**config.mk**
```make
export PLATFORM = sky130hd
export DESIGN_NAME = sdr_port_arbiter_flat
export DESIGN_NICKNAME = d
export VERILOG_FILES = /design/src/rtl/sdr_port_arbiter_if.sv /design/src/rtl/sdr_port_arbiter.sv /design/src/flat_wrapper.sv
export SDC_FILE = /design/constraint.sdc
export NUM_CORES = 1
export LEC_CHECK = 0
export CORE_ASPECT_RATIO = 1.75
export CORE_MARGIN = 3
export CORE_UTILIZATION = 45
export DETAILED_ROUTE_END_ITERATION = 6
export GPL_TIMING_DRIVEN = 0
export MAX_ROUTING_LAYER = met4
export PLACE_DENSITY = 0.84
export SYNTH_ARGS = -nofsm -noshare
export SYNTH_HDL_FRONTEND = slang
export SYNTH_SLANG_ARGS = --single-unit
```
**constraint.sdc**
```tcl
create_clock -name CLK -period 6.1 [get_ports CLK]
set_clock_uncertainty 0.1 [all_clocks]
set_input_delay 0.915 -clock CLK [delete_from_list [all_inputs] [get_ports CLK]]
set_output_delay 0.915 -clock CLK [all_outputs]
set_load 0.05 [all_outputs]
```
**src/rtl/sdr_port_arbiter_if.sv**
```systemverilog
// sdr_port_arbiter_if: port-FIFO request bus and command/data-path bus of the SDRAM burst scheduler.
interface sdr_port_arbiter_if #(
    parameter int DSIZE = 16,
    parameter int ASIZE = 23,
    parameter int LSIZE = 9
);
    logic [3:0]         PORT_REQ;
    logic [4*ASIZE-1:0] PORT_ADDR;
    logic [4*LSIZE-1:0] PORT_LEN;
    logic               CMD_ACK;
    logic               DATA_STB;
    logic               CMD_VALID;
    logic               CMD_WR;
    logic [ASIZE-1:0]   CMD_ADDR;
    logic [LSIZE-1:0]   CMD_LEN;
    logic [3:0]         PORT_GNT;
    logic [3:0]         PORT_DONE;
    logic [DSIZE/8-1:0] DM;

    modport master (
        input  PORT_REQ, PORT_ADDR, PORT_LEN, CMD_ACK, DATA_STB,
        output CMD_VALID, CMD_WR, CMD_ADDR, CMD_LEN, PORT_GNT, PORT_DONE, DM
    );
    modport slave (
        output PORT_REQ, PORT_ADDR, PORT_LEN, CMD_ACK, DATA_STB,
        input  CMD_VALID, CMD_WR, CMD_ADDR, CMD_LEN, PORT_GNT, PORT_DONE, DM
    );
endinterface

```
**src/rtl/sdr_port_arbiter.sv**
```systemverilog
// sdr_port_arbiter: round-robin burst scheduler for two write and two read SDRAM ports.
module sdr_port_arbiter #(
    parameter int DSIZE = 16,
    parameter int ASIZE = 23,
    parameter int LSIZE = 9
) (
    input logic CLK,
    input logic RESET_N,
    sdr_port_arbiter_if.master bus
);
    localparam int MW = DSIZE / 8;

    typedef enum logic [1:0] {IDLE, ISSUE, XFER, DONE} state_t;

    state_t           state;
    logic [1:0]       rr;
    logic [1:0]       win_q;
    logic [LSIZE-1:0] cnt;
    logic [3:0]       elig;
    logic [1:0]       win;
    logic             found;

    // Descending scan so the port closest to rr is written last and wins.
    always_comb begin
        elig = '0;
        win = rr;
        found = 1'b0;
        for (int n = 0; n < 4; n++)
            elig[n] = bus.PORT_REQ[n] && (bus.PORT_LEN[n*LSIZE +: LSIZE] != '0);
        for (int i = 3; i >= 0; i--)
            if (elig[rr + 2'(i)]) begin
                win = rr + 2'(i);
                found = 1'b1;
            end
    end

    always_ff @(posedge CLK or negedge RESET_N)
        if (!RESET_N) begin
            state <= IDLE;
            rr <= '0;
            win_q <= '0;
            cnt <= '0;
            bus.CMD_VALID <= 1'b0;
            bus.CMD_WR <= 1'b0;
            bus.CMD_ADDR <= '0;
            bus.CMD_LEN <= '0;
            bus.PORT_GNT <= '0;
            bus.PORT_DONE <= '0;
            bus.DM <= {MW{1'b1}};
        end else begin
            bus.PORT_DONE <= '0;
            bus.DM <= (state == XFER && bus.CMD_WR) ? '0 : {MW{1'b1}};
            case (state)
                IDLE:
                    if (found) begin
                        state <= ISSUE;
                        win_q <= win;
                        bus.PORT_GNT <= 4'b0001 << win;
                        bus.CMD_ADDR <= bus.PORT_ADDR[win*ASIZE +: ASIZE];
                        bus.CMD_LEN <= bus.PORT_LEN[win*LSIZE +: LSIZE];
                        bus.CMD_WR <= !win[1];
                        cnt <= bus.PORT_LEN[win*LSIZE +: LSIZE];
                    end
                // An ack only counts once the command is actually presented.
                ISSUE:
                    if (bus.CMD_VALID && bus.CMD_ACK) begin
                        bus.CMD_VALID <= 1'b0;
                        state <= XFER;
                    end else
                        bus.CMD_VALID <= 1'b1;
                XFER:
                    if (bus.DATA_STB) begin
                        cnt <= cnt - 1'b1;
                        if (cnt == LSIZE'(1)) begin
                            state <= DONE;
                            bus.PORT_DONE <= bus.PORT_GNT;
                            rr <= win_q + 2'd1;
                        end
                    end
                DONE: begin
                    bus.PORT_GNT <= '0;
                    state <= IDLE;
                end
            endcase
        end
endmodule

```
**src/flat_wrapper.sv**
```systemverilog
// flat-port wrapper written by rule: the top's interface ports become plain ports
module sdr_port_arbiter_flat 
#(
    parameter int DSIZE = 16,
    parameter int ASIZE = 23,
    parameter int LSIZE = 9
)
  (CLK, RESET_N, bus_PORT_REQ, bus_PORT_ADDR, bus_PORT_LEN, bus_CMD_ACK, bus_DATA_STB, bus_CMD_VALID, bus_CMD_WR, bus_CMD_ADDR, bus_CMD_LEN, bus_PORT_GNT, bus_PORT_DONE, bus_DM);
  sdr_port_arbiter_if #(.DSIZE(DSIZE), .ASIZE(ASIZE), .LSIZE(LSIZE)) bus_i ();
  input logic CLK;
  input logic RESET_N;
  input wire logic [$bits(bus_i.PORT_REQ)-1:0] bus_PORT_REQ;
  input wire logic [$bits(bus_i.PORT_ADDR)-1:0] bus_PORT_ADDR;
  input wire logic [$bits(bus_i.PORT_LEN)-1:0] bus_PORT_LEN;
  input wire logic [$bits(bus_i.CMD_ACK)-1:0] bus_CMD_ACK;
  input wire logic [$bits(bus_i.DATA_STB)-1:0] bus_DATA_STB;
  output wire logic [$bits(bus_i.CMD_VALID)-1:0] bus_CMD_VALID;
  output wire logic [$bits(bus_i.CMD_WR)-1:0] bus_CMD_WR;
  output wire logic [$bits(bus_i.CMD_ADDR)-1:0] bus_CMD_ADDR;
  output wire logic [$bits(bus_i.CMD_LEN)-1:0] bus_CMD_LEN;
  output wire logic [$bits(bus_i.PORT_GNT)-1:0] bus_PORT_GNT;
  output wire logic [$bits(bus_i.PORT_DONE)-1:0] bus_PORT_DONE;
  output wire logic [$bits(bus_i.DM)-1:0] bus_DM;
  assign bus_i.PORT_REQ = bus_PORT_REQ;
  assign bus_i.PORT_ADDR = bus_PORT_ADDR;
  assign bus_i.PORT_LEN = bus_PORT_LEN;
  assign bus_i.CMD_ACK = bus_CMD_ACK;
  assign bus_i.DATA_STB = bus_DATA_STB;
  assign bus_CMD_VALID = bus_i.CMD_VALID;
  assign bus_CMD_WR = bus_i.CMD_WR;
  assign bus_CMD_ADDR = bus_i.CMD_ADDR;
  assign bus_CMD_LEN = bus_i.CMD_LEN;
  assign bus_PORT_GNT = bus_i.PORT_GNT;
  assign bus_PORT_DONE = bus_i.PORT_DONE;
  assign bus_DM = bus_i.DM;
  sdr_port_arbiter #(.DSIZE(DSIZE), .ASIZE(ASIZE), .LSIZE(LSIZE)) u_core (.CLK(CLK), .RESET_N(RESET_N), .bus(bus_i));
endmodule
```
==> run metrics <==
Clk Latency, worst-skew pair 0.32 ns; PortBufs 178; count of final max-slew check failures 0; CTS Sinks 58; CP Class input pin to flip-flop; Inst Count DP approximately 690; DRC 0; Hold Path Depth 1; starting density of the core 0.4719; IO Pins 180; type of origin of the critical path input pin; die height 128.1 um; ANT nets after route 0; Max Freq 245.7 MHz; crit end category flip-flop; Max Cap Violations 0; Avg WL per Cell around 20 um; Std-Cell Rows 43; Detailed Place HPWL 11200 um; Synthesized Nets roughly 540; Reg2Reg Depth 5; power density over the cells between 400 and 500 nW/um^2; Clock Path Buffers 2; drt pass-1 iters 5; via/cell ratio 6.008; Final nets 734; # fillers 593; Final Hold Slack 0.3517 ns; critical-path maximum fanout 10; Yosys top cell area share 0.3721; Setup Viol. Count Final 0; Clock transition at path regs 0.05 ns; H-tree depth 3; asr flop ratio synth 1.000; CP Buf/Inv Count 3; Static Leak 2.504 nW; CP required 6.23 ns; drt total wl around 14000 um; Post-synth EDFFs 0; global-route wire length before repair 21980 um; Pint 1.473 mW; Synth Instances 402; Mapped Area ~3800 um^2; status complete, no violations; Comb power frac 0.559; Synth area leaders dfrtp_1 (37%), mux2i_1 (9.4%), a211oi_1 (3.9%); initial detailed-routing violation count 309; cts repair resizes 0; synth-to-layout area growth 58.58%; Clk pwr share 0.189; setup bufs post-CTS 0; Hold WC Path Type flip-flop to flip-flop; via count 4260; YS warnings 0; CP cell instances clkdlybuf4s50_1, or4_1, o41a_1, nor4_1, nand2b_1, clkbuf_1, clkbuf_1, nand2_1, o31ai_1; Top cell by count, worst path clkbuf_1; Synth Register Bits 58; library cells used by synthesis 55; Worst IR Drop VDD 0.3246 mV; sequential fraction of the synthesis area 0.3789; sequential cell area 1453 um^2; fin crit period just over 4 ns; Sw Pwr 1.246 mW; slowest stage delay, CP 0.58 ns; TritonCTS buffer count 9; Synth Flop Type dfrtp_1; Place WS 1.809 ns; Tcrit/Tclk final 0.6673; Die X 75.77 um; core area 8124 um^2; sw frac 0.4583; clock root buffer clkbuf_16; Worst-Margin Slew 0.9819 ns; relative slew slack 0.3393; Avg Cell Area, Syn 9.537 um^2; setup TNS 0 ns; Total Power 2.719 mW; initial antenna violation count 0; area leader, netlist dfrtp_1; Hold Vio Cnt, Final 0; CP max stage cell or4_1; die area approximately 9700 um^2; Critical Path AT between 4 and 5 ns; CTS tree done; Levels on crit path 9; RSZ-0062 raised after global routing no; Final Non-Filler Cells 709; number of global-route vias before repair between 4000 and 5000; GRT overflow 0; GR Util All Layers 0.3056; setup slack after layout 2.030 ns; GP Congestion between 0.8 and 0.9; CTS hold repair buffers 0; multi-input logic area between 2000 and 2500 um^2; CP delay by family, top simple AND/OR/NAND/NOR gates; Reg power frac 0.252; largest net degree at the start of global routing slightly above 40; diode count 0; layout cells sized above 1 0.07705
[cells in the final DEF, fill, tap and decap left out, types with 10 or more instances in the layout]
master | netlist | routed
clkdlybuf4s50_1 | 0 | 177
dfrtp_1 | 57 | 57
o22a_1 | 14 | 14
a211oi_1 | 20 | 20
mux2i_1 | 36 | 36
o21ai_1 | 25 | 25
mux2_2 | 10 | 10
a32o_1 | 15 | 15
clkbuf_1 | 20 | 22
nor2_1 | 10 | 10
nor2b_1 | 21 | 21
o31ai_1 | 10 | 10
a31oi_1 | 13 | 13
nand2_1 | 34 | 34
inv_1 | 10 | 10
[cell usage after synthesis (4+ instances only)]
cell and n:
a211oi_1 20, a22oi_1 4, a31oi_1 13, a32o_1 15
and3_1 5, buf_2 8, clkbuf_1 20, dfrtp_1 57
ha_1 6, inv_1 10, mux2_2 10, mux2i_1 36
nand2_1 34, nor2_1 10, nor2b_1 21, nor3_1 6
nor3b_1 8, o21a_1 4, o21ai_0 4, o21ai_1 25
o22a_1 14, o31ai_1 10, or3_1 4
[per-stage QoR]
stage | utilization | instance area (um^2)
4_1_cts | 0.7483 | 6080
5_1_grt | 0.7483 | 6080
3_5_place_dp | 0.7103 | 5771
2_1_floorplan | - | 3834
3_3_place_gp | 0.7085 | 5756
6_report | 0.7483 | 6080
[layout make-up]
type / count / area share
multi-input combinational: 300 / 0.3610
timing repair buffer: 179 / 0.2955
sequential: 58 / 0.2389
clock buffer: 14 / 0.04507
buffer: 34 / 0.02449
tap: 112 / 0.02305
inverter: 10 / 0.006174
clock inverter: 2 / 0.005763
[path summary, 6_finish.rpt]
check                                  start                       to  slack [ns]
max                         bus_PORT_LEN[32]  u_core.bus.CMD_ADDR[13]        2.03
min                        u_core.bus.CMD_WR         u_core.bus.DM[0]        0.35
max reg2reg                    u_core.cnt[3]          u_core.state[0]        3.40
min reg2reg                u_core.bus.CMD_WR         u_core.bus.DM[0]        0.35
max in group asynchronous            RESET_N         u_core.bus.DM[0]        4.82
min in group asynchronous            RESET_N     u_core.bus.CMD_VALID        0.45
[cells by family after synthesis]
group                    synth area share
multiplexers                       0.1234
AO/OA/AOI/OAI                      0.2732
buffers and inverters             0.04863
XOR/XNOR                         0.002285
adder cells (fa/ha/maj)           0.01958
AND/OR/NAND/NOR                    0.1540
flip-flops                         0.3789
[sequential cells by signal, summed over array words and instances (netlist names)]
signal	cells
u_core.bus.CMD_LEN	9
u_core.bus.CMD_VALID	1
u_core.win_q	2
u_core.bus.DM	1
u_core.bus.CMD_ADDR	23
u_core.bus.PORT_GNT	4
u_core.bus.PORT_DONE	4
u_core.bus.CMD_WR	1
u_core.rr	2
u_core.state	2
u_core.cnt	9
[layer usage]
layer | GRT usage | wire length [um]
met1 | 0.3343 | 5289
met2 | 0.5232 | 7730
met3 | 0.03454 | 793
met4 | 0.1586 | 667
met5 | - | 0
[power groups by stage]
| stage | logic (mW) | registers [mW] | clock network (mW) |
|---|---|---|---|
| CTS | 1.52 | 0.680 | 0.517 |
| finish | 1.52 | 0.684 | 0.515 |
| floorplan | 0.542 | 1.10 | 0 |
| detailed placement | 1.51 | 0.684 | 0 |
| global route | 1.62 | 0.704 | 0.531 |
| global placement | 1.47 | 0.671 | 0 |
No activity file was read; power rests on OpenSTA's default activity.
